File: src/rtl/seven_seg_scan_ctrl_pkg.sv
`default_nettype none
// ============================================================================
//  Module      : seven_seg_pkg
//  Description : Shared segment encodings and scan state type for the
//                seven-segment scan controller.
//  Revision    : 1.0 - initial release
// ============================================================================
package seven_seg_pkg;

    // Segment order is {a,b,c,d,e,f,g}, active-high.
    localparam logic [6:0] SEG_0     = 7'b1111110;
    localparam logic [6:0] SEG_1     = 7'b0110000;
    localparam logic [6:0] SEG_2     = 7'b1101101;
    localparam logic [6:0] SEG_3     = 7'b1111001;
    localparam logic [6:0] SEG_4     = 7'b0110011;
    localparam logic [6:0] SEG_5     = 7'b1011011;
    localparam logic [6:0] SEG_6     = 7'b1011111;
    localparam logic [6:0] SEG_7     = 7'b1110000;
    localparam logic [6:0] SEG_8     = 7'b1111111;
    localparam logic [6:0] SEG_9     = 7'b1111011;
    localparam logic [6:0] SEG_BLANK = 7'b0000000;

    // Scan phases: dark gap between digits, then one digit lit.
    typedef enum logic [0:0] {
        GAP  = 1'b0,
        SHOW = 1'b1
    } scan_state_t;

endpackage : seven_seg_pkg
`default_nettype wire

File: src/rtl/seven_seg_scan_ctrl_if.sv
`default_nettype none
// ============================================================================
//  Module      : seven_seg_scan_ctrl_if
//  Description : Load/display bundle between a value producer (master) and
//                the scan controller (slave).
//  Revision    : 1.0 - initial release
// ============================================================================
interface seven_seg_scan_ctrl_if #(
    parameter int NUM_DIGITS = 4
);
    logic                    load;
    logic [4*NUM_DIGITS-1:0] value;
    logic                    blank_lz;
    logic [6:0]              seg;
    logic [NUM_DIGITS-1:0]   dig_en;
    logic                    frame_done;

    modport master (
        output load, value, blank_lz,
        input  seg, dig_en, frame_done
    );

    modport slave (
        input  load, value, blank_lz,
        output seg, dig_en, frame_done
    );
endinterface : seven_seg_scan_ctrl_if
`default_nettype wire

File: src/rtl/seven_seg_scan_ctrl_bcd_seg_decode.sv
`default_nettype none
// ============================================================================
//  Module      : bcd_seg_decode
//  Description : Combinational BCD to seven-segment decoder; non-decimal
//                codes 10-15 produce a dark digit.
//  Revision    : 1.0 - initial release
// ============================================================================
module bcd_seg_decode
    import seven_seg_pkg::*;
(
    input  wire logic [3:0] i_bcd,
    output logic      [6:0] o_seg
);

    // Table lookup; anything outside 0-9 is shown dark.
    always_comb begin
        o_seg = SEG_BLANK;
        case (i_bcd)
            4'd0:    o_seg = SEG_0;
            4'd1:    o_seg = SEG_1;
            4'd2:    o_seg = SEG_2;
            4'd3:    o_seg = SEG_3;
            4'd4:    o_seg = SEG_4;
            4'd5:    o_seg = SEG_5;
            4'd6:    o_seg = SEG_6;
            4'd7:    o_seg = SEG_7;
            4'd8:    o_seg = SEG_8;
            4'd9:    o_seg = SEG_9;
            default: o_seg = SEG_BLANK;
        endcase
    end

endmodule : bcd_seg_decode
`default_nettype wire

File: src/rtl/seven_seg_scan_ctrl.sv
`default_nettype none
// ============================================================================
//  Module      : seven_seg_scan_ctrl
//  Description : Time-multiplexed N-digit seven-segment scan controller with
//                dark inter-digit gaps, leading-zero blanking and a
//                double-buffered value applied only at frame boundaries.
//  Revision    : 1.0 - initial release
// ============================================================================
module seven_seg_scan_ctrl
    import seven_seg_pkg::*;
#(
    parameter int NUM_DIGITS  = 4,
    parameter int REFRESH_DIV = 50000,
    parameter int GAP_CYCLES  = 500
) (
    input  wire logic            clk,
    input  wire logic            rst,
    seven_seg_scan_ctrl_if.slave bus
);

    localparam int c_cnt_max = (REFRESH_DIV > GAP_CYCLES) ? REFRESH_DIV : GAP_CYCLES;
    localparam int CW        = $clog2(c_cnt_max);
    localparam int IW        = (NUM_DIGITS > 1) ? $clog2(NUM_DIGITS) : 1;
    localparam int VW        = 4 * NUM_DIGITS;

    localparam logic [CW-1:0] c_show_last = CW'(REFRESH_DIV - 1);
    localparam logic [CW-1:0] c_gap_last  = CW'(GAP_CYCLES - 1);
    localparam logic [IW-1:0] c_idx_last  = IW'(NUM_DIGITS - 1);

    scan_state_t           r_state;
    logic [CW-1:0]         r_cnt;
    logic [IW-1:0]         r_idx;
    logic [6:0]            r_seg;
    logic [NUM_DIGITS-1:0] r_dig_en;
    logic                  r_frame_done;

    logic [VW-1:0]         r_shadow_val;
    logic                  r_shadow_blank;
    logic                  r_pending;
    logic [VW-1:0]         r_disp_val;
    logic                  r_disp_blank;

    logic                  w_boundary;
    logic [NUM_DIGITS-1:0] w_lz_mask;
    logic                  w_all_zero;
    logic [NUM_DIGITS-1:0] w_onehot;
    logic [3:0]            w_digit;
    logic                  w_digit_blank;
    logic [6:0]            w_dec_seg;
    logic [6:0]            w_slot_seg;

    // The last digit's slot ending is the only point where display may change.
    assign w_boundary = (r_state == SHOW) && (r_cnt == c_show_last) && (r_idx == c_idx_last);

    // Leading-zero mask: walk down from the MSD while digits stay zero; digit 0 never blanks.
    always_comb begin
        w_lz_mask  = '0;
        w_all_zero = r_disp_blank;
        for (int i = NUM_DIGITS - 1; i >= 1; i--) begin
            w_all_zero   = w_all_zero && (r_disp_val[4*i +: 4] == 4'd0);
            w_lz_mask[i] = w_all_zero;
        end
    end

    // Select the current digit, its blank flag and its enable bit.
    always_comb begin
        w_digit       = 4'd0;
        w_digit_blank = 1'b0;
        w_onehot      = '0;
        for (int i = 0; i < NUM_DIGITS; i++) begin
            if (r_idx == IW'(i)) begin
                w_digit       = r_disp_val[4*i +: 4];
                w_digit_blank = w_lz_mask[i];
                w_onehot[i]   = 1'b1;
            end
        end
    end

    bcd_seg_decode u_decode (
        .i_bcd (w_digit),
        .o_seg (w_dec_seg)
    );

    assign w_slot_seg = w_digit_blank ? SEG_BLANK : w_dec_seg;

    // Scan FSM: alternates GAP and SHOW, advancing the digit index after each SHOW.
    always_ff @(posedge clk) begin
        if (rst) begin
            r_state      <= GAP;
            r_cnt        <= '0;
            r_idx        <= '0;
            r_seg        <= SEG_BLANK;
            r_dig_en     <= '0;
            r_frame_done <= 1'b0;
        end else begin
            r_frame_done <= 1'b0;
            case (r_state)
                GAP: begin
                    if (r_cnt == c_gap_last) begin
                        r_state  <= SHOW;
                        r_cnt    <= '0;
                        r_dig_en <= w_onehot;
                        r_seg    <= w_slot_seg;
                    end else begin
                        r_cnt <= r_cnt + CW'(1);
                    end
                end
                SHOW: begin
                    if (r_cnt == c_show_last) begin
                        r_state      <= GAP;
                        r_cnt        <= '0;
                        r_dig_en     <= '0;
                        r_seg        <= SEG_BLANK;
                        r_frame_done <= (r_idx == c_idx_last);
                        r_idx        <= (r_idx == c_idx_last) ? '0 : r_idx + IW'(1);
                    end else begin
                        r_cnt <= r_cnt + CW'(1);
                    end
                end
                default: begin
                    r_state <= GAP;
                    r_cnt   <= '0;
                end
            endcase
        end
    end

    // Double buffer: loads land in the shadow, promoted to display at a frame boundary.
    always_ff @(posedge clk) begin
        if (rst) begin
            r_shadow_val   <= '0;
            r_shadow_blank <= 1'b0;
            r_pending      <= 1'b0;
            r_disp_val     <= '0;
            r_disp_blank   <= 1'b0;
        end else begin
            if (w_boundary && r_pending) begin
                r_disp_val   <= r_shadow_val;
                r_disp_blank <= r_shadow_blank;
            end
            if (bus.load) begin
                r_shadow_val   <= bus.value;
                r_shadow_blank <= bus.blank_lz;
                r_pending      <= 1'b1;
            end else if (w_boundary) begin
                r_pending <= 1'b0;
            end
        end
    end

    assign bus.seg        = r_seg;
    assign bus.dig_en     = r_dig_en;
    assign bus.frame_done = r_frame_done;

endmodule : seven_seg_scan_ctrl
`default_nettype wire

File: src/flat_wrapper.sv
// flat-port wrapper written by rule: the top's interface ports become plain ports
module seven_seg_scan_ctrl_flat import seven_seg_pkg::*;
#(
    parameter int NUM_DIGITS  = 4,
    parameter int REFRESH_DIV = 50000,
    parameter int GAP_CYCLES  = 500
)
  (clk, rst, bus_load, bus_value, bus_blank_lz, bus_seg, bus_dig_en, bus_frame_done);
  seven_seg_scan_ctrl_if #(.NUM_DIGITS(NUM_DIGITS)) bus_i ();
  input  wire logic clk;
  input  wire logic rst;
  input wire logic [$bits(bus_i.load)-1:0] bus_load;
  input wire logic [$bits(bus_i.value)-1:0] bus_value;
  input wire logic [$bits(bus_i.blank_lz)-1:0] bus_blank_lz;
  output wire logic [$bits(bus_i.seg)-1:0] bus_seg;
  output wire logic [$bits(bus_i.dig_en)-1:0] bus_dig_en;
  output wire logic [$bits(bus_i.frame_done)-1:0] bus_frame_done;
  assign bus_i.load = bus_load;
  assign bus_i.value = bus_value;
  assign bus_i.blank_lz = bus_blank_lz;
  assign bus_seg = bus_i.seg;
  assign bus_dig_en = bus_i.dig_en;
  assign bus_frame_done = bus_i.frame_done;
  seven_seg_scan_ctrl #(.NUM_DIGITS(NUM_DIGITS), .REFRESH_DIV(REFRESH_DIV), .GAP_CYCLES(GAP_CYCLES)) u_core (.clk(clk), .rst(rst), .bus(bus_i));
endmodule
File: config.mk
export PLATFORM = sky130hd
export DESIGN_NAME = seven_seg_scan_ctrl_flat
export DESIGN_NICKNAME = d
export VERILOG_FILES = /design/src/rtl/seven_seg_scan_ctrl_pkg.sv /design/src/rtl/seven_seg_scan_ctrl_if.sv /design/src/rtl/seven_seg_scan_ctrl_bcd_seg_decode.sv /design/src/rtl/seven_seg_scan_ctrl.sv /design/src/flat_wrapper.sv
export SDC_FILE = /design/constraint.sdc
export NUM_CORES = 1
export LEC_CHECK = 0
export ABC_AREA = 1
export BUFFER_PORTS_ARGS = -buffer_cell sky130_fd_sc_hd__buf_2
export CAP_MARGIN = 20
export CORE_ASPECT_RATIO = 1.4
export CORE_UTILIZATION = 35
export CTS_CLUSTER_SIZE = 12
export DETAILED_ROUTE_END_ITERATION = 8
export GPL_TIMING_DRIVEN = 0
export PLACE_DENSITY = 0.6
export SYNTH_ARGS = -nofsm -noshare
export SYNTH_HDL_FRONTEND = slang
export SYNTH_SLANG_ARGS = --single-unit
File: constraint.sdc
create_clock -name clk -period 1.9 [get_ports clk]
set_input_delay 0 -clock clk [delete_from_list [all_inputs] [get_ports clk]]
set_output_delay 0 -clock clk [all_outputs]
set_load 0.02 [all_outputs]
After elaboration in Yosys (flattened, before gate mapping). Memories as Yosys holds them, arrays and structs flattened. Cells that the tools add are included.

Reduce and logical (&&, ||, !) cells: 14. Add/sub/neg operators: 2. Muxes and demuxes: 27. Equal/unequal tests: 7. Bitwise operators: 2.

Operators by type and width (count): two-way mux 16 bit (2); one-hot mux 16 bit (2 select lines) (1); two-way mux 4 bit (6); two-way mux 7 bit (3); adder 16 x 1 -> 16 bit (second input constant) (1); equality test 16 bit (second input constant) (1); equality test 16 x 9 -> 1 bit (second input constant) (1); one-hot mux 7 bit (2 select lines) (1); zero test 4 bit (3); two-way mux 1 bit (11); one-hot mux 4 bit (2 select lines) (1); logical AND 1 bit (6); equality test 2 bit (second input constant) (2); AND reduction 2 bit (2); OR reduction 3 bit (1); adder 2 x 1 -> 2 bit (second input constant) (1); equality test 2 x 1 -> 1 bit (second input constant) (1); zero test 2 bit (1); two-way mux 2 bit (1); inequality test 2 x 1 -> 1 bit (second input constant) (1); inequality test 2 bit (second input constant) (1); inverter 1 bit (2); one-hot mux 1 bit (2 select lines) (1); nonzero test 2 bit (1).

Bits of input ports: 20. ROM bits: 112. Register bits: 66. Logic and storage cells: 64. Output and inout bits: 12. Memories: 1.

Memories: (no name shown) (words 16, width 7, rd ports 1, clocked after memory_dff 0, wr ports 0, RTL line seven_seg_scan_ctrl_bcd_seg_decode.sv:18) `case (i_bcd)`.

Depth between registers and ports, before layout. Gate-level depths: netlist of the first run.

Depth after elaboration: 10. Mapped depth: 14. Depth with buffers taken out: 14.

By module. Synthesis of the first run repeated with hierarchy kept, for this count alone.

Cell total of the unflattened synthesis: 448. Area, all modules: 3158.0 um^2.

By module, submodules not included: seven_seg_scan_ctrl (cells each 411, times used 1, seq. area each 1321.3 um^2, area an instance 2959.1 um^2); bcd_seg_decode (cells each 37, times used 1, seq. area each 0.0 um^2, area an instance 198.9 um^2).

Worst setup path after synthesis of the first run. Ideal clock, no wire load.

Path kind: register -> register. From: register u_core.r_idx[0]. To: register u_core.r_seg[3], in the netlist u_core.bus.seg[3]. Required time: 1841 ps. Cell stages (with the launch flop): 13. Path slack: -124 ps. Arrival time: 1965 ps. Cell sequence: dfxtp_1 inv_1 ha_1 buf_2 a21oi_1 nand2_1 a21oi_1 inv_1 ha_1 nand3b_1 nand3_1 nand3_1 nand2_1.

Cells in the longest elaborated chain, start to end: 9. Elaborated cells between the ends (all ways): 15. Those cells by class: eq/ne: 3; mux: 10; reduce/logical: 1; memory: 1.

Ends and longest elaborated chain: start: declaration (RTL line seven_seg_scan_ctrl.sv:32) `logic [IW-1:0] r_idx;`; start signal: assignment (RTL line seven_seg_scan_ctrl.sv:115) `r_idx <= (r_idx == c_idx_last) ? '0 : r_idx + IW'(1);`; zero test 2 bit (RTL line seven_seg_scan_ctrl.sv:71) `if (r_idx == IW'(i)) begin`; two-way mux 4 bit (4 in series) (RTL line seven_seg_scan_ctrl.sv:71); memory read (16 x 7 bit); two-way mux 7 bit * (RTL line seven_seg_scan_ctrl.sv:84) `assign w_slot_seg = w_digit_blank ? SEG_BLANK : w_dec_seg;`; two-way mux 7 bit * (RTL line seven_seg_scan_ctrl.sv:99) `if (r_cnt == c_gap_last) begin`; one-hot mux 7 bit (2 select lines) * (RTL line seven_seg_scan_ctrl.sv:97) `case (r_state)`; end signal: assignment (RTL line seven_seg_scan_ctrl.sv:103) `r_seg <= w_slot_seg;`; end: declaration (RTL line seven_seg_scan_ctrl.sv:33) `logic [6:0] r_seg;`.

Every way passes the cells marked *; elsewhere a longest branch is shown, timed or not. The select of a mux whose other input is x is not followed. A chain may end at the register's enable or synchronous reset.

Worst setup path in the final report of the first run.
From: register u_core.r_idx[1]. To: register u_core.r_seg[3], in the netlist u_core.bus.seg[3].

The elaborated chain is that of the path after synthesis.

==> flow_metrics.tcl, run 1 <==
set metrics [dict create \
    tritoncts "done" \
    irDropWorstVdd_mv 0.511 \
    fmax_mhz 551 \
    clock_sinks 66 \
    switching_power_uw 688 \
    syn-cell-area_mm2 0.00312 \
    initial_utilization 0.363 \
    synthesis.nets 476 \
    fin_util 0.464 \
    fp.dieH_um 114 \
    holdPathStages 2 \
    clock_latency_ns 0.33 \
    placementRows 40 \
    numCtsBuffers 9 \
    min_path_type "in -> reg" \
    register_area_mm2 0.00133 \
    drv_slew 0 \
    num_io_pins 32 \
    place_congestion 0.832 \
    cp_slowest_cell "dfxtp_4" \
    clkTransAtPathRegs_ns 0.06 \
    finalPower_mw 3.24 \
    rsz0062_at_grt "true" \
    grt_pass1_vias 2775 \
    cts-root-buf "clkbuf_16" \
    end_kind "flip-flop" \
    cp.arrival_ns 2.04 \
    vias 2878 \
    routed_via_density 4.69 \
    setup_tns_ns 0 \
    synth-edff-count 0 \
    n_antenna_cell 0 \
    period_needed_ns 1.81 \
    startpoint_type "flip-flop" \
    p_seq_frac 0.441 \
    worstPathRequired_ns 2.13 \
    drc 0 \
    grt_pass1_wl_mm 12.4 \
    ys_async_sr_fraction 0 \
    ant_nets 0 \
    h-tree-depth 3 \
    dieArea_mm2 0.00931 \
    setup_viol 0 \
    path_max_fanout 6 \
    power-per-cell-area_mw_per_mm2 812 \
    synth_cells 446 \
    synth.yosys.seq_area_share 0.423 \
    grt_max_degree 12 \
    reg2reg_depth 12 \
    drt_iter0_drc 154 \
    hold_violations 0 \
    slew_headroom 0.596 \
    status "finished, final reports clean" \
    period_share 0.955 \
    clockBufferDepth 2 \
    final_cell_mix "nor2_1 (100), nand2_1 (94), dfxtp_1 (64)" \
    synth_area_per_cell_um2 7.00 \
    worstMarginPinSlew_ns 0.605 \
    dp_hpwl_mm 5.07 \
    die_w_um 81.8 \
    dr.pass1.iters 5 \
    netSwitchingFraction 0.212 \
    ys.flop_type "dfxtp_1" \
    crit_type "reg -> reg" \
    fillers 859 \
    clockPowerShare 0.516 \
    path_cells "inv_4 > ha_4 > inv_4 > nand2_1 > o211ai_1 > a22oi_2 > inv_2 > ha_4 > nand3b_1 > nand3_1 > nand3_1 > nand2_1" \
    pwr-share-comb 0.042 \
    grt_usage 0.174 \
    design.core.area_mm2 0.00861 \
    crit_path_max_incr_delay_ns 0.36 \
    final_common_cell "nor2_1" \
    max-cap-violations 0 \
    drive_above_1_share 0.175 \
    p_leak_nw 1.85 \
    yosysWarnings 0 \
    p_int_mw 2.56 \
    gr-total-overflow 0 \
    yosys_register_bits 66 \
    multiInputGateArea_mm2 0.00163 \
    nets 535 \
    netlist-cell-type-count 33 \
    wirelength_mm 7.18 \
    wl_per_cell_um 11.7 \
    fin_skew_ns 0.0116 \
    portBuffers 29 \
    grt_antenna_before_repair 0 \
    area.growth.synth_to_final_pct 28.0 \
]
## synth_stat cells (5+ instances only)
library cell | number | area (um2)
inv_1 | 43 | 161
nor3_1 | 8 | 40.0
nand3_1 | 35 | 175
ha_1 | 10 | 125
a21oi_1 | 12 | 60.1
nand4_1 | 5 | 31.3
xor2_1 | 6 | 52.6
nand2_1 | 96 | 360
buf_2 | 6 | 30.0
dfxtp_1 | 66 | 1320
clkbuf_1 | 7 | 26.3
nor2_1 | 100 | 375
o21ai_0 | 21 | 105
## through the flow
stage               instances  hold WS, ns  cell area [um2]  worst slack (ns)
floorplan                 446        0.135             3140            0.0102
global placement          580        0.221             3420            -0.191
detailed placement        580        0.225             3420            -0.206
CTS                       613        0.115             3940           0.00959
global route              614        0.150             4000           -0.0346
finish                    614        0.109             4000            0.0861
## worst paths after layout
check	startpoint	end	slack, ns
setup / recovery	u_core.r_idx[1]	u_core.bus.seg[3]	0.09
hold / removal	rst	u_core.r_cnt[10]	0.11
setup reg to reg	u_core.r_idx[1]	u_core.bus.seg[3]	0.09
hold reg to reg	u_core.bus.dig_en[0]	u_core.bus.dig_en[0]	0.46
## state kept, by name, summed over array words and instances (netlist names)
name and count:
u_core.bus.frame_done 1, u_core.bus.seg 7, u_core.r_disp_val 16, u_core.r_idx 2
u_core.r_pending 1, u_core.r_state 1, u_core.r_disp_blank 1, u_core.r_cnt 16
u_core.bus.dig_en 4, u_core.r_shadow_blank 1, u_core.r_shadow_val 16
## kinds of logic after synthesis
| group | after synthesis | share of synthesized area |
|---|---|---|
| AOI/OAI and AO/OA | 39 | 0.0689 |
| adders and majority gates | 10 | 0.0401 |
| and+or+nand+nor | 262 | 0.364 |
| xor gates and xnor gates | 8 | 0.0224 |
| buffers and inverters | 61 | 0.0817 |
| DFF | 66 | 0.423 |
## cell type report
type	count	share of cell area
Tap cell	105	0.0329
Multi-Input combinational cell	319	0.408
Timing Repair Buffer	49	0.0845
Sequential cell	66	0.332
Clock buffer	11	0.0632
Buffer	15	0.0222
Inverter	45	0.0441
Clock inverter	4	0.0128
## layer usage
layer	GRT usage	share of wire	up-vias	wire length (um)
met5	0	0	-	0
met4	0.0830	0.019	0	133
li1	-	-	1527	-
met3	0.0392	0.040	9	288
met1	0.203	0.44	1282	3190
met2	0.294	0.50	60	3560
## power groups by stage
stage / clock, mW / sequential, mW / combinational, mW
after floorplan: 0 / 1.46 / 0.0695
after global placement: 0 / 1.46 / 0.107
after detailed placement: 0 / 1.46 / 0.109
after CTS: 1.71 / 1.43 / 0.137
after global routing: 1.78 / 1.44 / 0.159
final: 1.68 / 1.43 / 0.137
## critical path: cells and delay by family (launching register included)
family,cells,cell delay [ns]
flip-flops,1,0.36
buffers and inverters,3,0.22
AND/OR/NAND/NOR,5,0.38
AO/OA/AOI/OAI,2,0.30
adder cells (fa/ha/maj),2,0.45
## timing repair
action / CTS / global route
gates resized for setup: 13 / 17
endpoints found under the setup margin: 6 / 18
buffers inserted: 2 / 1
pin swaps: 3 / 5
hold endpoints to repair: 17 / 0
hold buffers: 17 / 0
No activity file was read; power rests on OpenSTA's default activity.
==> inputs of run 2 (changes only) <==
GPL_TIMING_DRIVEN = not set   (was 0)
==> run 2 against run 1 <==
Compared with the run above:
- count of clock-buffer cells in the layout down 1
- cell area increased by 2.8%
- non-clock buffer count up 6
==> flow_metrics.tcl, run 2 (synthesis results as in run 1) <==
set metrics [dict create \
    clkTransAtPathRegs_ns 0.05 \
    cp.depth 13 \
    drt_iter0_drc 84 \
    crit_path_max_incr_delay_ns 0.37 \
    cp_slowest_cell "dfxtp_4" \
    fp.dieH_um 114 \
    min_path_type "in -> reg" \
    placed_cell_area_mm2 0.00351 \
    status "finished, final reports clean" \
    cts-root-buf "clkbuf_16" \
    fillers 872 \
    fin_skew_ns 0.00704 \
    p_leak_nw 1.92 \
    dp_hpwl_mm 4.90 \
    holdPathStages 3 \
    drive_above_1_share 0.198 \
    slew_headroom 0.607 \
    n_antenna_cell 0 \
    grt_antenna_before_repair 0 \
    nets 541 \
    worstPathRequired_ns 2.17 \
    setup_tns_ns 0 \
    gr-total-overflow 0 \
    initial_utilization 0.363 \
    place_congestion 0.829 \
    num_io_pins 32 \
    clock_sinks 66 \
    hold_violations 0 \
    register_area_mm2 0.00133 \
    die_w_um 81.8 \
    tritoncts "done" \
    max-cap-violations 0 \
    clock_latency_ns 0.33 \
    design.core.area_mm2 0.00861 \
    reg2reg_depth 13 \
    startpoint_type "flip-flop" \
    final_common_cell "nor2_1" \
    numCtsBuffers 9 \
    grt_pass1_vias 2764 \
    crit_type "reg -> reg" \
    top_regs "u_core.r_cnt (16), u_core.r_disp_val (16), u_core.r_shadow_val (16)" \
    dieArea_mm2 0.00931 \
    design_area_mm2 0.00411 \
    worst-path-buf-inv 3 \
    path_max_fanout 3 \
    period_share 0.956 \
    final_cell_mix "nor2_1 (100), nand2_1 (92), dfxtp_1 (64)" \
    routed_via_density 4.62 \
    grt_usage 0.162 \
    multiInputGateArea_mm2 0.00164 \
    dr.pass1.iters 4 \
    cp.arrival_ns 2.08 \
    ant_nets 0 \
    crit_family "simple AND/OR/NAND/NOR gates" \
    worstMarginPinSlew_ns 0.590 \
    grt_pass1_wl_mm 11.7 \
    h-tree-depth 3 \
    finalPower_mw 3.31 \
    placementRows 40 \
    setup_viol 0 \
    fmax_mhz 551 \
    irDropWorstVdd_mv 0.587 \
    clockBufferDepth 2 \
    path_cells "inv_6 > ha_4 > nand2_1 > nand2_2 > o211ai_1 > a22oi_2 > inv_2 > buf_4 > ha_1 > nand3b_1 > nand3_1 > nand3_1 > nand2_1" \
    area.growth.synth_to_final_pct 31.6 \
    hold_ws_ns 0.116 \
    vias 2871 \
    grt_max_degree 35 \
    power-per-cell-area_mw_per_mm2 806 \
    end_kind "flip-flop" \
    drc 0 \
    wl_per_cell_um 11.2 \
    wirelength_mm 6.97 \
    drv_slew 0 \
    period_needed_ns 1.82 \
    portBuffers 31 \
]
[run 2: cell count changes in the layout (fill, tap and decap cells not counted), moves of 2 or more]
| cell | change |
|---|---|
| clkbuf_1 | -5 |
| clkinv_4 | +2 |
| nand2_2 | +2 |
| inv_4 | -2 |
| buf_4 | +15 |
| buf_12 | +2 |
| buf_2 | -2 |
| nand2_1 | -2 |
| buf_6 | -3 |
| clkbuf_8 | -2 |
[run 2: power breakdown]
part	internal [mW]	switching [mW]
logic	0.0681	0.0680
registers	1.41	0.0174
clock network	1.15	0.595
[run 2: path summary, 6_finish.rpt]
| kind | from | endpoint | slack [ns] |
|---|---|---|---|
| setup / recovery | u_core.r_idx[1] | u_core.bus.seg[6] | 0.08 |
| hold / removal | bus_load | u_core.r_shadow_val[6] | 0.12 |
| setup reg to reg | u_core.r_idx[1] | u_core.bus.seg[6] | 0.08 |
| hold reg to reg | u_core.r_cnt[0] | u_core.r_cnt[0] | 0.45 |
[run 2: repair_timing]
action | CTS | global route
hold buffers | 18 | 0
endpoints found under the hold margin | 20 | 0
gates resized for setup | 11 | 16
pin swaps | 2 | 10
setup endpoints to repair | 1 | 7
setup buffers | 0 | 2
gates cloned | 0 | 0
[run 2: metrics by stage]
| step | instances | setup slack [ns] | utilization |
|---|---|---|---|
| after floorplan | 446 | 0.0102 | - |
| after global placement | 585 | 0.0366 | 0.407 |
| after detailed placement | 585 | -0.0218 | 0.407 |
| after CTS | 619 | 0.0113 | 0.470 |
| after global routing | 621 | -0.0129 | 0.477 |
| final | 621 | 0.0840 | 0.477 |
[run 2: layer usage]
metal  GRT usage  vias up  share of wire
met5           0        -              0
met4      0.0713        0          0.021
met3      0.0392       13          0.026
met2       0.277       39           0.49
met1       0.187     1279           0.46
li1            -     1540              -
[run 2: layout make-up]
class / count / share of cell area
Clock buffer: 10 / 0.0557
Clock inverter: 6 / 0.0222
Inverter: 45 / 0.0429
Multi-Input combinational cell: 319 / 0.398
Sequential cell: 66 / 0.323
Tap cell: 105 / 0.0320
Timing Repair Buffer: 70 / 0.126
[run 2: tightest hold or removal path, delay by kind of cell]
| kind | cells | cell delay [ns] |
|---|---|---|
| compound gates | 1 | 0.17 |
| simple gates | 1 | 0.04 |
| buf+inv | 1 | 0.18 |
